### config.mk
export PLATFORM = sky130hd
export DESIGN_NAME = control
export DESIGN_NICKNAME = d
export VERILOG_FILES = /design/src/rtl/control.sv
export SDC_FILE = /design/constraint.sdc
export NUM_CORES = 1
export LEC_CHECK = 0
export ABC_CLOCK_PERIOD_IN_PS = 1790
export BUFFER_PORTS_ARGS = -buffer_cell sky130_fd_sc_hd__clkbuf_2
export CORE_MARGIN = 2
export CORE_UTILIZATION = 40
export CTS_CLUSTER_SIZE = 25
export DETAILED_ROUTE_END_ITERATION = 6
export PLACE_DENSITY_LB_ADDON = 0.2
export SKIP_CTS_REPAIR_TIMING = 1
export SLEW_MARGIN = 20
export SYNTH_ARGS = -nofsm -noshare
export SYNTH_HDL_FRONTEND = slang
export SYNTH_SLANG_ARGS = --single-unit
export TNS_END_PERCENT = 5
### constraint.sdc
create_clock -name clk -period 1.79 [get_ports clk]
set_input_delay 0.179 -clock clk [delete_from_list [all_inputs] [get_ports clk]]
set_output_delay 0.179 -clock clk [all_outputs]
set_load 0.05 [all_outputs]
### src/rtl/control.sv
// Key/note player: latches one byte per accepted UART message onto out and
// holds it for T clock cycles (C_MUSIC ms) before returning to silence.
module control #(
    parameter int C_CLK_FRQ = 100_000_000,
    parameter int C_MUSIC   = 5
) (
    input  logic       clk,
    input  logic       rstb,
    input  logic       UART_valid,
    input  logic       UART_err,
    input  logic [7:0] UART_msg,
    output logic [7:0] out
);

    localparam int T  = (C_CLK_FRQ / 1000) * C_MUSIC;
    localparam int CW = (T > 1) ? $clog2(T) : 1;
    localparam logic [CW-1:0] LAST = CW'(T - 1);

    typedef enum logic {
        IDLE,
        PLAY
    } stateT;

    stateT         state;
    stateT         nextState;
    logic [CW-1:0] count;
    logic [CW-1:0] nextCount;
    logic [7:0]    nextOut;
    logic          validD;
    logic          accept;

    // Only the first high cycle of a valid pulse can be accepted, and only if
    // the receiver flags no error in that same cycle.
    assign accept = UART_valid & ~validD & ~UART_err;

    // State, hold counter, output pattern and the valid edge detector.
    always_ff @(posedge clk) begin
        if (rstb) begin
            state  <= IDLE;
            count  <= '0;
            out    <= 8'h00;
            validD <= 1'b0;
        end else begin
            state  <= nextState;
            count  <= nextCount;
            out    <= nextOut;
            validD <= UART_valid;
        end
    end

    // A new message always wins over expiry of the current interval.
    always_comb begin
        nextState = state;
        nextCount = count;
        nextOut   = out;
        if (accept) begin
            nextCount = '0;
            if (UART_msg != 8'h00) begin
                nextState = PLAY;
                nextOut   = UART_msg;
            end else begin
                nextState = IDLE;
                nextOut   = 8'h00;
            end
        end else if (state == PLAY) begin
            if (count == LAST) begin
                nextState = IDLE;
                nextCount = '0;
                nextOut   = 8'h00;
            end else begin
                nextCount = count + CW'(1);
            end
        end
    end

endmodule

Word-level counts from Yosys, hierarchy flattened

Index checks and enable logic that the tools add are counted.

Bits of input ports: 12
Output and inout bits: 8
Flip-flop bits (word level): 29

Add/subtract/negate cells: 1
Reduce and logical (&&, ||, !) cells: 5
Bitwise gates (word level): 4
Mux-type cells: 9
Equal/unequal tests: 1

Operators by type and width:

| cell                                           | count |
|---|---|
| two-way mux 8 bit                              | 4 |
| adder 19 x 1 -> 19 bit (second input constant) | 1 |
| == test 19 bit (second input constant)         | 1 |
| two-way mux 19 bit                             | 1 |
| nonzero test 8 bit                             | 1 |
| two-way mux 1 bit                              | 4 |
| nonzero test 2 bit                             | 2 |
| AND 1 bit                                      | 2 |
| NOT 1 bit                                      | 2 |
| AND reduction 2 bit                            | 1 |
| OR reduction 2 bit                             | 1 |

Depth between registers and ports, before layout

Gate-level depths: netlist of run 1.

Depth after elaboration: 5
Gate-level depth with buffers: 6

Worst setup path after synthesis of run 1

No wires, ideal clock.

Path type: register to register
From: reg count[0]
To: reg count[18]
Slack: -101 ps
Arrival: 1,821 ps
Cell stages (with the launch flop): 7
Data required time: 1,720 ps
Setup time: 70 ps
Path through: dfxtp_1 -> ha_1 -> nand3_1 -> or4_1 -> buf_2 -> or4_1 -> a21oi_1

Longest elaborated chain between the ends: 2
Elaborated cells between the ends (all ways): 3
Classes of those cells: add/sub: 1; eq/ne: 1; mux: 1

Ends and longest elaborated chain:

| item                                                            | RTL line | RTL |
|---|---|---|
| from (decl)                                                     | 26       | `logic [CW-1:0] count;` |
| from (signal assigned)                                          | 45       | `count <= nextCount;` |
| adder 19 x 1 -> 19 bit / == test 19 bit (equally long branches) | 71, 66   |  |
| two-way mux 19 bit (*)                                          | 66       | `if (count == LAST) begin` |

Every way passes the cells marked *; elsewhere a longest branch is shown, timed or not.
A chain may end at the register's enable or synchronous reset.

Worst setup path in the final report of run 1

From: reg count[5]
To: reg count[0]

Longest elaborated chain between the ends: 2

Ends and longest elaborated chain:

| item               | RTL line |
|---|---|
| == test 19 bit     | 66 |
| two-way mux 19 bit | 66 |

Every way passes these cells.

==> impl_metrics.env, run 1 <==
export IMPL_worst_pin_slew_ps=321
export IMPL_first_iter_violations=46
export IMPL_diodes=0
export IMPL_ys_seq_area_share_pct=46.7
export IMPL_wl_um=2620
export IMPL_num_io_pins=20
export IMPL_finalCritPeriodShare_pct=104
export IMPL_num_rows=20
export IMPL_skew_ps=7.51
export IMPL_maxCapViolCount=0
export IMPL_layout_common_cells="dfxtp_1 (26), clkbuf_2 (19), buf_4 (17)"
export IMPL_die_w_um=59.7
export IMPL_cts_sinks=29
export IMPL_setup_viol=22
export IMPL_vias=1103
export IMPL_cp_max_fo=3
export IMPL_start_kind="register"
export IMPL_irDropWorstVdd_uv=551
export IMPL_hp_class="in -> reg"
export IMPL_dp_hpwl_um=2000
export IMPL_path_cells="or4_4 -> nor4_4 -> nand4_1 -> a32o_1"
export IMPL_htree_levels=2
export IMPL_run_status="complete, but fails checks"
export IMPL_drive_gt1_share_pct=34.7
export IMPL_cts_root_buffer="clkbuf_4"
export IMPL_die_y_um=59.7
export IMPL_grt_antenna_before_repair=0
export IMPL_synth_top_area_cell="dfxtp_1"
export IMPL_synth_top_cell_area_share_pct=46.7
export IMPL_slowest_stage="or4_4"
export IMPL_synth_area_leaders="dfxtp_1 (47%), a22o_1 (6.3%), xnor2_1 (4.2%), nor2_1 (3.9%), xor2_1 (2.8%)"
export IMPL_initial_core_util_pct=41.4
export IMPL_numPlacedInstances=198
export IMPL_worstPathArrival_ps=2070
export IMPL_track_usage_pct=16.4
export IMPL_synth_area_per_cell_um2=9.34
export IMPL_timing_fmax_mhz=538
export IMPL_ys_ff_latch=29
export IMPL_syn_inst=133
export IMPL_clockBufferDepth=2
export IMPL_synth_distinct_cells=35
export IMPL_final_setup_worst_slack_ps=-69.5
export IMPL_synthesis_area_mm2=0.00124
export IMPL_crit_type="reg -> reg"
export IMPL_grt_overflow_total=0
export IMPL_grt_max_degree=15
export IMPL_ant_nets=0
export IMPL_report_final_slew_viol_count=0
export IMPL_worstPathRequired_ps=2000
export IMPL_min_period_ps=1860
export IMPL_insertion_delay_ps=320
export IMPL_syn_nets=146
export IMPL_rsz0062_at_grt="yes"
export IMPL_violations="negative setup slack"
export IMPL_hold_ws_ps=57.8
export IMPL_finalHoldViolations=0
export IMPL_grt_first_pass_wirelength_um=4270
export IMPL_stdcell_area_mm2=0.00163
export IMPL_crit_path_end_kind="register"
export IMPL_port_buffers=19
export IMPL_max_slew_margin_pct=78.5
export IMPL_fin_nets=185
export IMPL_final_util_pct=54.2
export IMPL_place_ws_ps=-97.4
export IMPL_ys_warn_count=0
export IMPL_cts_tree="built"
export IMPL_critical_path_max_stage_delay_ps=550
export IMPL_die_area_mm2=0.00357
export IMPL_powerDensity_mw_per_mm2=752
export IMPL_drc=0
export IMPL_stdcell_count=206
export IMPL_final_common_cell="dfxtp_1"
export IMPL_leakage_uw=0.000616
export IMPL_dpl_instance_area_mm2=0.00154
export IMPL_gp_congestion=0.791
export IMPL_cts_made_buffers=5
export IMPL_placeableCoreArea_mm2=0.00300
export IMPL_routed_via_density=5.35
export IMPL_cts_clk_slew_worst_paths_ps=90
export IMPL_grt_pass1_vias=965
export IMPL_syn_to_final_growth_pct=31.0
export IMPL_wl_per_cell_um=12.7
export IMPL_dr_pass1_iters=4
## critical path, delay by kind of cell, from the launching register on
family             cells  cell delay [ps]
DFF                    1              340
and+or+nand+nor        3             1150
AOI/OAI and AO/OA      1              260
## cell families (layout without fill, tap and decap cells)
logic type | count (synthesis) | count (layout) | synth area share (%)
flops | 29 | 29 | 46.7
simple gates | 59 | 59 | 26.6
buf+inv | 7 | 47 | 2.62
xor+xnor | 10 | 10 | 7.05
fa+ha+maj | 1 | 1 | 1.01
compound gates | 27 | 27 | 16.0
## layout make-up
type	instances	area [um^2]
clock buffers	7	65.1
clock inverters	1	5.00
fillers	271	1380
inverters	2	7.51
multi-input cells	97	682
flip-flops and latches	29	584
well taps	33	41.3
repair buffers	37	243
## per-stage QoR
stage / total power (uW) / setup TNS (ps)
finish: 1220 / -482
global route: 1280 / -2340
CTS: 1240 / -1450
detailed placement: 786 / -1080
global placement: 784 / -441
floorplan: 745 / -4.65
## flip-flops by register name, indices dropped and copies added, names as in the netlist
name and cells:
count 19, out 8, state 1, validD 1
## cells in the mapped netlist, drive strengths merged
cell type / n
inv: 2
a31o: 1
or4b: 1
or3: 5
or4: 4
and2: 1
xnor2: 6
xor2: 4
nand2: 9
nor3: 4
a31oi: 1
a22o: 9
o31ai: 1
clkbuf: 2
a21oi: 6
ha: 1
nand4b: 1
a32o: 2
dfxtp: 29
and4: 1
nand4: 4
o21a: 2
buf: 3
nor3b: 1
o21ai: 5
nand3: 5
nor2b: 3
and3: 2
nor4: 4
or2: 1
nor2: 13
## routing by layer
metal | GRT usage, % | vias up | share of wire (%)
met4 | 8.57 | 0 | 1.6
met1 | 22.1 | 521 | 50
met5 | 0 | - | 0
met3 | 5.19 | 5 | 2.2
li1 | - | 566 | -
met2 | 23.3 | 11 | 47
## worst paths after layout
| kind | startpoint | end | cells past startpoint | slack, ps |
|---|---|---|---|---|
| worst min register to register | out[7]$_SDFFE_PP0P_ | out[7]$_SDFFE_PP0P_ | 1 | 480 |
| worst max register to register | count[5]$_SDFFE_PP0P_ | count[0]$_SDFFE_PP0P_ | 4 | -70 |
| worst min-delay path | rstb | validD$_SDFF_PP0_ | 2 | 60 |
| worst max-delay path | count[5]$_SDFFE_PP0P_ | count[0]$_SDFFE_PP0P_ | 4 | -70 |
## report_power, final
part           total, uW  internal, uW  switching [uW]
logic                106          41.4            64.2
clock network        451           227             224
registers            667           658            9.23
(Power assumes the default switching activity.)
==> run 2, diff against run 1 <==
CORE_MARGIN = default   (was 2)
CTS_CLUSTER_DIAMETER = 60   (was default)
==> run 2 against run 1 <==
Compared with the run above: the run ends with design-rule violations, negative setup slack left; critical path depth is 2 higher; clock-buffer cell count is 1 lower; clock power is 17% lower; non-clock buffer count is 1 higher; core utilization is 3.5 points higher; combinational power is 6% higher; sequential share of layout area is 0.26 points lower; die area is 6.6% lower; register-to-register slack hardly changed; routed wire length is 5.0% higher; global-route usage is 1.9 points higher; critical endpoint is now count[16]$_SDFFE_PP0P_.
==> impl_metrics.env, run 2 (same netlist as run 1, synthesis figures left out) <==
export IMPL_run_status="complete, but fails checks"
export IMPL_violations="design-rule violations, negative setup slack"
export IMPL_dr_pass1_iters=6
export IMPL_finalHoldViolations=0
export IMPL_grt_max_degree=15
export IMPL_grt_pass1_vias=1120
export IMPL_port_buffers=19
export IMPL_routed_via_density=5.55
export IMPL_grt_most_used_layer="met2"
export IMPL_grt_first_pass_wirelength_um=4610
export IMPL_rsz0062_at_grt="yes"
export IMPL_skew_ps=11.4
export IMPL_worst_pin_slew_ps=581
export IMPL_wl_um=2750
export IMPL_maxCapViolCount=0
export IMPL_timing_fmax_mhz=538
export IMPL_dp_hpwl_um=1990
export IMPL_grt_antenna_before_repair=0
export IMPL_final_setup_worst_slack_ps=-70.3
export IMPL_final_common_cell="dfxtp_1"
export IMPL_start_kind="register"
export IMPL_gp_congestion=0.753
export IMPL_vias=1137
export IMPL_placeableCoreArea_mm2=0.00285
export IMPL_crit_path_end_kind="register"
export IMPL_cp_max_fo=7
export IMPL_leakage_uw=0.000624
export IMPL_num_io_pins=20
export IMPL_slowest_stage="or4_4"
export IMPL_grt_overflow_total=0
export IMPL_met2_usage_pct=31.1
export IMPL_place_ws_ps=-52.0
export IMPL_syn_to_final_growth_pct=32.5
export IMPL_num_rows=19
export IMPL_hp_class="in -> reg"
export IMPL_rr_startpoint="count[5]$_SDFFE_PP0P_"
export IMPL_regMostFlops="count"
export IMPL_cts_tree="built"
export IMPL_ant_nets=0
export IMPL_setup_viol=23
export IMPL_grt_use_met1_pct=21.4
export IMPL_first_iter_violations=34
export IMPL_critical_path_max_stage_delay_ps=550
export IMPL_crit_type="reg -> reg"
export IMPL_wl_per_cell_um=13.4
export IMPL_cts_made_buffers=5
export IMPL_cts_sinks=29
export IMPL_stdcell_count=205
export IMPL_grtUsageMet3_pct=4.69
export IMPL_insertion_delay_ps=330
export IMPL_worstPathArrival_ps=2080
export IMPL_min_to="validD$_SDFF_PP0_"
export IMPL_die_w_um=57.7
export IMPL_drive_gt1_share_pct=35.1
export IMPL_irDropWorstVdd_uv=527
export IMPL_reg2reg_depth=6
export IMPL_htree_levels=2
export IMPL_initial_core_util_pct=43.6
export IMPL_min_period_ps=1860
export IMPL_powerDensity_mw_per_mm2=700
export IMPL_die_y_um=57.7
export IMPL_reg2reg_setup_slack_ps=-70
export IMPL_max_slew_margin_pct=61.2
export IMPL_worstPathRequired_ps=2010
export IMPL_cts_root_buffer="clkbuf_4"
export IMPL_finalCritPeriodShare_pct=104
export IMPL_die_area_mm2=0.00333
export IMPL_path_cells="or4_4 -> nor4_4 -> buf_4 -> a31o_4 -> clkbuf_16 -> a21oi_1"
export IMPL_rr_endpoint="count[16]$_SDFFE_PP0P_"
export IMPL_layout_common_cells="dfxtp_1 (26), clkbuf_2 (19), buf_4 (17)"
export IMPL_diodes=0
export IMPL_report_final_slew_viol_count=0
export IMPL_clockBufferDepth=2
export IMPL_track_usage_pct=18.3
export IMPL_fin_nets=186
export IMPL_min_from="rstb"
export IMPL_cts_clk_slew_worst_paths_ps=90
export IMPL_numPlacedInstances=195
export IMPL_whs_path_depth=2
export IMPL_reg_top3="count (19), out (8)"
export IMPL_largest_reg_flops=19
export IMPL_drc=2
## run 2: worst max-delay path, delay by kind of cell, from the launching register on
| kind | cells | cell delay [ps] |
|---|---|---|
| AO/OA/AOI/OAI | 2 | 220 |
| flip-flops | 1 | 340 |
| AND/OR/NAND/NOR | 2 | 860 |
| buffers and inverters | 2 | 340 |
## run 2: layout make-up
type | count | area [um^2]
repair buffers | 38 | 268
fillers | 266 | 1210
well taps | 31 | 38.8
clock inverters | 2 | 10.0
clock buffers | 6 | 41.3
inverters | 2 | 7.51
flip-flops and latches | 29 | 587
multi-input cells | 97 | 694
## run 2: worst max-delay path by stage
stage                          startpoint                      to  slack (ps)  depth (start not counted)
floorplan           count[1]$_SDFFE_PP0P_  count[18]$_SDFFE_PP0P_          -5                          6
CTS                 count[2]$_SDFFE_PP0P_  count[15]$_SDFFE_PP0P_         -70                          4
detailed placement  count[2]$_SDFFE_PP0P_  count[15]$_SDFFE_PP0P_         -50                          4
finish              count[5]$_SDFFE_PP0P_  count[16]$_SDFFE_PP0P_         -70                          6
global route        count[5]$_SDFFE_PP0P_  count[10]$_SDFFE_PP0P_        -110                          6
global placement    count[6]$_SDFFE_PP0P_     out[7]$_SDFFE_PP0P_         -20                          4
## run 2: through the flow
stage	hold WS (ps)	utilization, %	power (uW)	cell area [um^2]	TNS (ps)
finish	53.3	57.7	1150	1650	-886
global route	49.4	57.7	1200	1650	-2190
CTS	43.1	55.3	1150	1580	-740
detailed placement	395	53.5	783	1530	-546
global placement	379	53.5	781	1530	-145
floorplan	251	-	745	1280	-4.65
## run 2: where the power goes
group	switching [uW]	internal (uW)
clock	224	149
combinational	66.1	45.9
sequential	9.39	657
## run 2: metal layers
| layer | part of all wire [%] | up-vias | routed length [um] |
|---|---|---|---|
| met2 | 47 | 21 | 1290 |
| met4 | 2.6 | 0 | 72 |
| met5 | 0 | - | 0 |
| li1 | - | 570 | - |
| met3 | 3.3 | 9 | 92 |
| met1 | 47 | 537 | 1300 |
==> run 3, diff against run 2 <==
ABC_AREA = 1   (was default)
PLACE_DENSITY_LB_ADDON = default   (was 0.2)
==> run 3 against run 2 <==
Compared with the run above: the flow now finishes without violations; non-clock buffer count shrank 17; combinational power down 6%; synthesized area increased by 17%; sequential power hardly changed; critical path depth increased by 1; routed wire length down 1.4%; largest power group unchanged; via count rose by 6.3%; clock skew is 4.9 ps lower.
==> impl_metrics.env, run 3 <==
export IMPL_run_status="complete, no violations"
export IMPL_grt_first_pass_wirelength_um=4980
export IMPL_crit_family="simple AND/OR/NAND/NOR gates"
export IMPL_ant_nets=0
export IMPL_die_y_um=62.2
export IMPL_cp_max_fo=9
export IMPL_powerDensity_mw_per_mm2=717
export IMPL_track_usage_pct=17.0
export IMPL_rsz0062_at_grt="no"
export IMPL_die_area_mm2=0.00387
export IMPL_regMostFlops="count"
export IMPL_diodes=0
export IMPL_rr_startpoint="count[1]$_SDFFE_PP0P_"
export IMPL_drc=0
export IMPL_max_slew_margin_pct=48.4
export IMPL_synthesis_area_mm2=0.00145
export IMPL_hold_ws_ps=24.7
export IMPL_reg2reg_setup_slack_ps=320
export IMPL_synth_distinct_cells=27
export IMPL_start_kind="register"
export IMPL_synthArstFlopShare_pct=0
export IMPL_stdcell_count=260
export IMPL_fin_nets=227
export IMPL_maxCapViolCount=0
export IMPL_setup_tns_ps=0
export IMPL_placeableCoreArea_mm2=0.00342
export IMPL_gp_congestion=0.810
export IMPL_routed_via_density=4.65
export IMPL_skew_ps=6.50
export IMPL_critical_path_max_stage_delay_ps=380
export IMPL_drive_gt1_share_pct=24.8
export IMPL_cts_tree="built"
export IMPL_slowest_stage="dfxtp_1"
export IMPL_num_rows=21
export IMPL_cts_made_buffers=5
export IMPL_numPlacedInstances=253
export IMPL_num_io_pins=20
export IMPL_dr_pass1_iters=4
export IMPL_rr_endpoint="out[6]$_SDFFE_PP0P_"
export IMPL_synth_edff_count=0
export IMPL_crit_buf_inv=1
export IMPL_leakage_uw=0.000673
export IMPL_grt_antenna_before_repair=0
export IMPL_cts_clk_slew_worst_paths_ps=80
export IMPL_syn_inst=190
export IMPL_worstPathArrival_ps=1670
export IMPL_min_period_ps=1470
export IMPL_timing_fmax_mhz=682
export IMPL_crit_path_end_kind="register"
export IMPL_hp_class="in -> reg"
export IMPL_syn_to_final_growth_pct=12.9
export IMPL_cts_sinks=29
export IMPL_reg2reg_depth=7
export IMPL_die_w_um=62.2
export IMPL_syn_nets=203
export IMPL_crit_type="reg -> reg"
export IMPL_synth_area_per_cell_um2=7.63
export IMPL_crit_start="count[1]$_SDFFE_PP0P_"
export IMPL_dp_hpwl_um=2090
export IMPL_grt_overflow_total=0
export IMPL_grt_pass1_vias=1122
export IMPL_grt_max_degree=15
export IMPL_finalHoldViolations=0
export IMPL_first_iter_violations=67
export IMPL_wl_per_cell_um=10.4
export IMPL_port_buffers=19
export IMPL_synth_ff_type="dfxtp_1"
export IMPL_crit_cells=7
export IMPL_insertion_delay_ps=330
export IMPL_htree_levels=2
export IMPL_synth_top_area_cell="dfxtp_1"
export IMPL_initial_core_util_pct=42.5
export IMPL_setup_viol=0
export IMPL_path_cells="ha_1 -> nand2_2 -> nor2_4 -> nand4_1 -> buf_4 -> nand3_1 -> o21ai_2"
export IMPL_final_util_pct=47.9
export IMPL_synth_common_cells="nor2_1 (30), dfxtp_1 (29), inv_1 (27)"
export IMPL_cp_endpoint="out[6]$_SDFFE_PP0P_"
export IMPL_report_final_slew_viol_count=0
export IMPL_synth_top_cell_area_share_pct=40.0
export IMPL_largest_reg_flops=19
export IMPL_final_common_cell="nor2_1"
export IMPL_irDropWorstVdd_uv=497
export IMPL_layout_common_cells="nor2_1 (30), dfxtp_1 (29), inv_1 (27)"
export IMPL_ys_warn_count=0
export IMPL_cts_root_buffer="clkbuf_4"
export IMPL_worstPathRequired_ps=2000
export IMPL_wl_um=2720
export IMPL_vias=1209
export IMPL_synth_area_leaders="dfxtp_1 (40%), nor2_1 (7.8%), nand3_1 (7.2%), inv_1 (7.0%), nand2_1 (6.0%)"
export IMPL_ys_seq_area_share_pct=40.0
export IMPL_p_total_uw=1170
export IMPL_finalCritPeriodShare_pct=81.9
export IMPL_reg_top3="count (19), out (8)"
export IMPL_yosysMostFrequentCell="nor2_1"
export IMPL_worst_pin_slew_ps=774
export IMPL_ys_ff_latch=29
export IMPL_clockBufferDepth=2
run 3: cell types whose count changed after synthesis, sizes merged, moves of 7 or more:
cell / change
a22o: -9
inv: +26
nand2: +21
nand3: +17
nor2: +22
o21ai: +7
run 3: worst reg2reg max path: stages, from the launching register on:
cell and delay (ps):
dfxtp_1 380, ha_1 220, nand2_2 80, nor2_4 140, nand4_1 180, buf_4 220
nand3_1 80, o21ai_2 50
run 3: power by group:
group / internal, uW / leakage [uW] / switching, uW
registers: 657 / 0.000235 / 8.04
logic: 31.5 / 0.000407 / 73.5
clock network: 185 / 0.0000314 / 219
run 3: layout make-up:
type	instances	area, um^2
repair buffers	21	110
flip-flops and latches	29	581
inverters	28	105
fillers	351	1780
clock buffers	7	55.1
multi-input cells	129	729
well taps	46	57.6
run 3: metrics by stage:
step	instance area (um^2)	worst slack, ps
floorplan	1450	495
global placement	1580	332
detailed placement	1580	321
CTS	1640	310
global route	1640	129
finish	1640	324
run 3: worst min-delay path by stage:
stage               depth (start not counted)  start  slack (ps)                 to
finish                                      2   rstb          20  validD$_SDFF_PP0_
global route                                2   rstb           3  validD$_SDFF_PP0_
CTS                                         2   rstb          10  validD$_SDFF_PP0_
detailed placement                          2   rstb         370  validD$_SDFF_PP0_
global placement                            2   rstb         370  validD$_SDFF_PP0_
floorplan                                   1   rstb         250  validD$_SDFF_PP0_
run 3: kinds of logic (layout without fill, tap and decap cells):
| family | count (synthesis) | after routing | synth area share (%) |
|---|---|---|---|
| and+or+nand+nor | 102 | 102 | 35.5 |
| xor gates and xnor gates | 10 | 10 | 6.04 |
| AOI/OAI and AO/OA | 16 | 16 | 7.85 |
| adders and majority gates | 1 | 1 | 0.863 |
| DFF | 29 | 29 | 40.0 |
| buffers and inverters | 32 | 56 | 9.66 |
run 3: layer usage:
layer  track usage [%]  wire length [um]  vias up
li1                  -                 -      659
met1              21.7              1390      528
met2              24.0              1160       14
met3              5.51                84        8
met4              11.6                78        0
met5                 0                 0        -
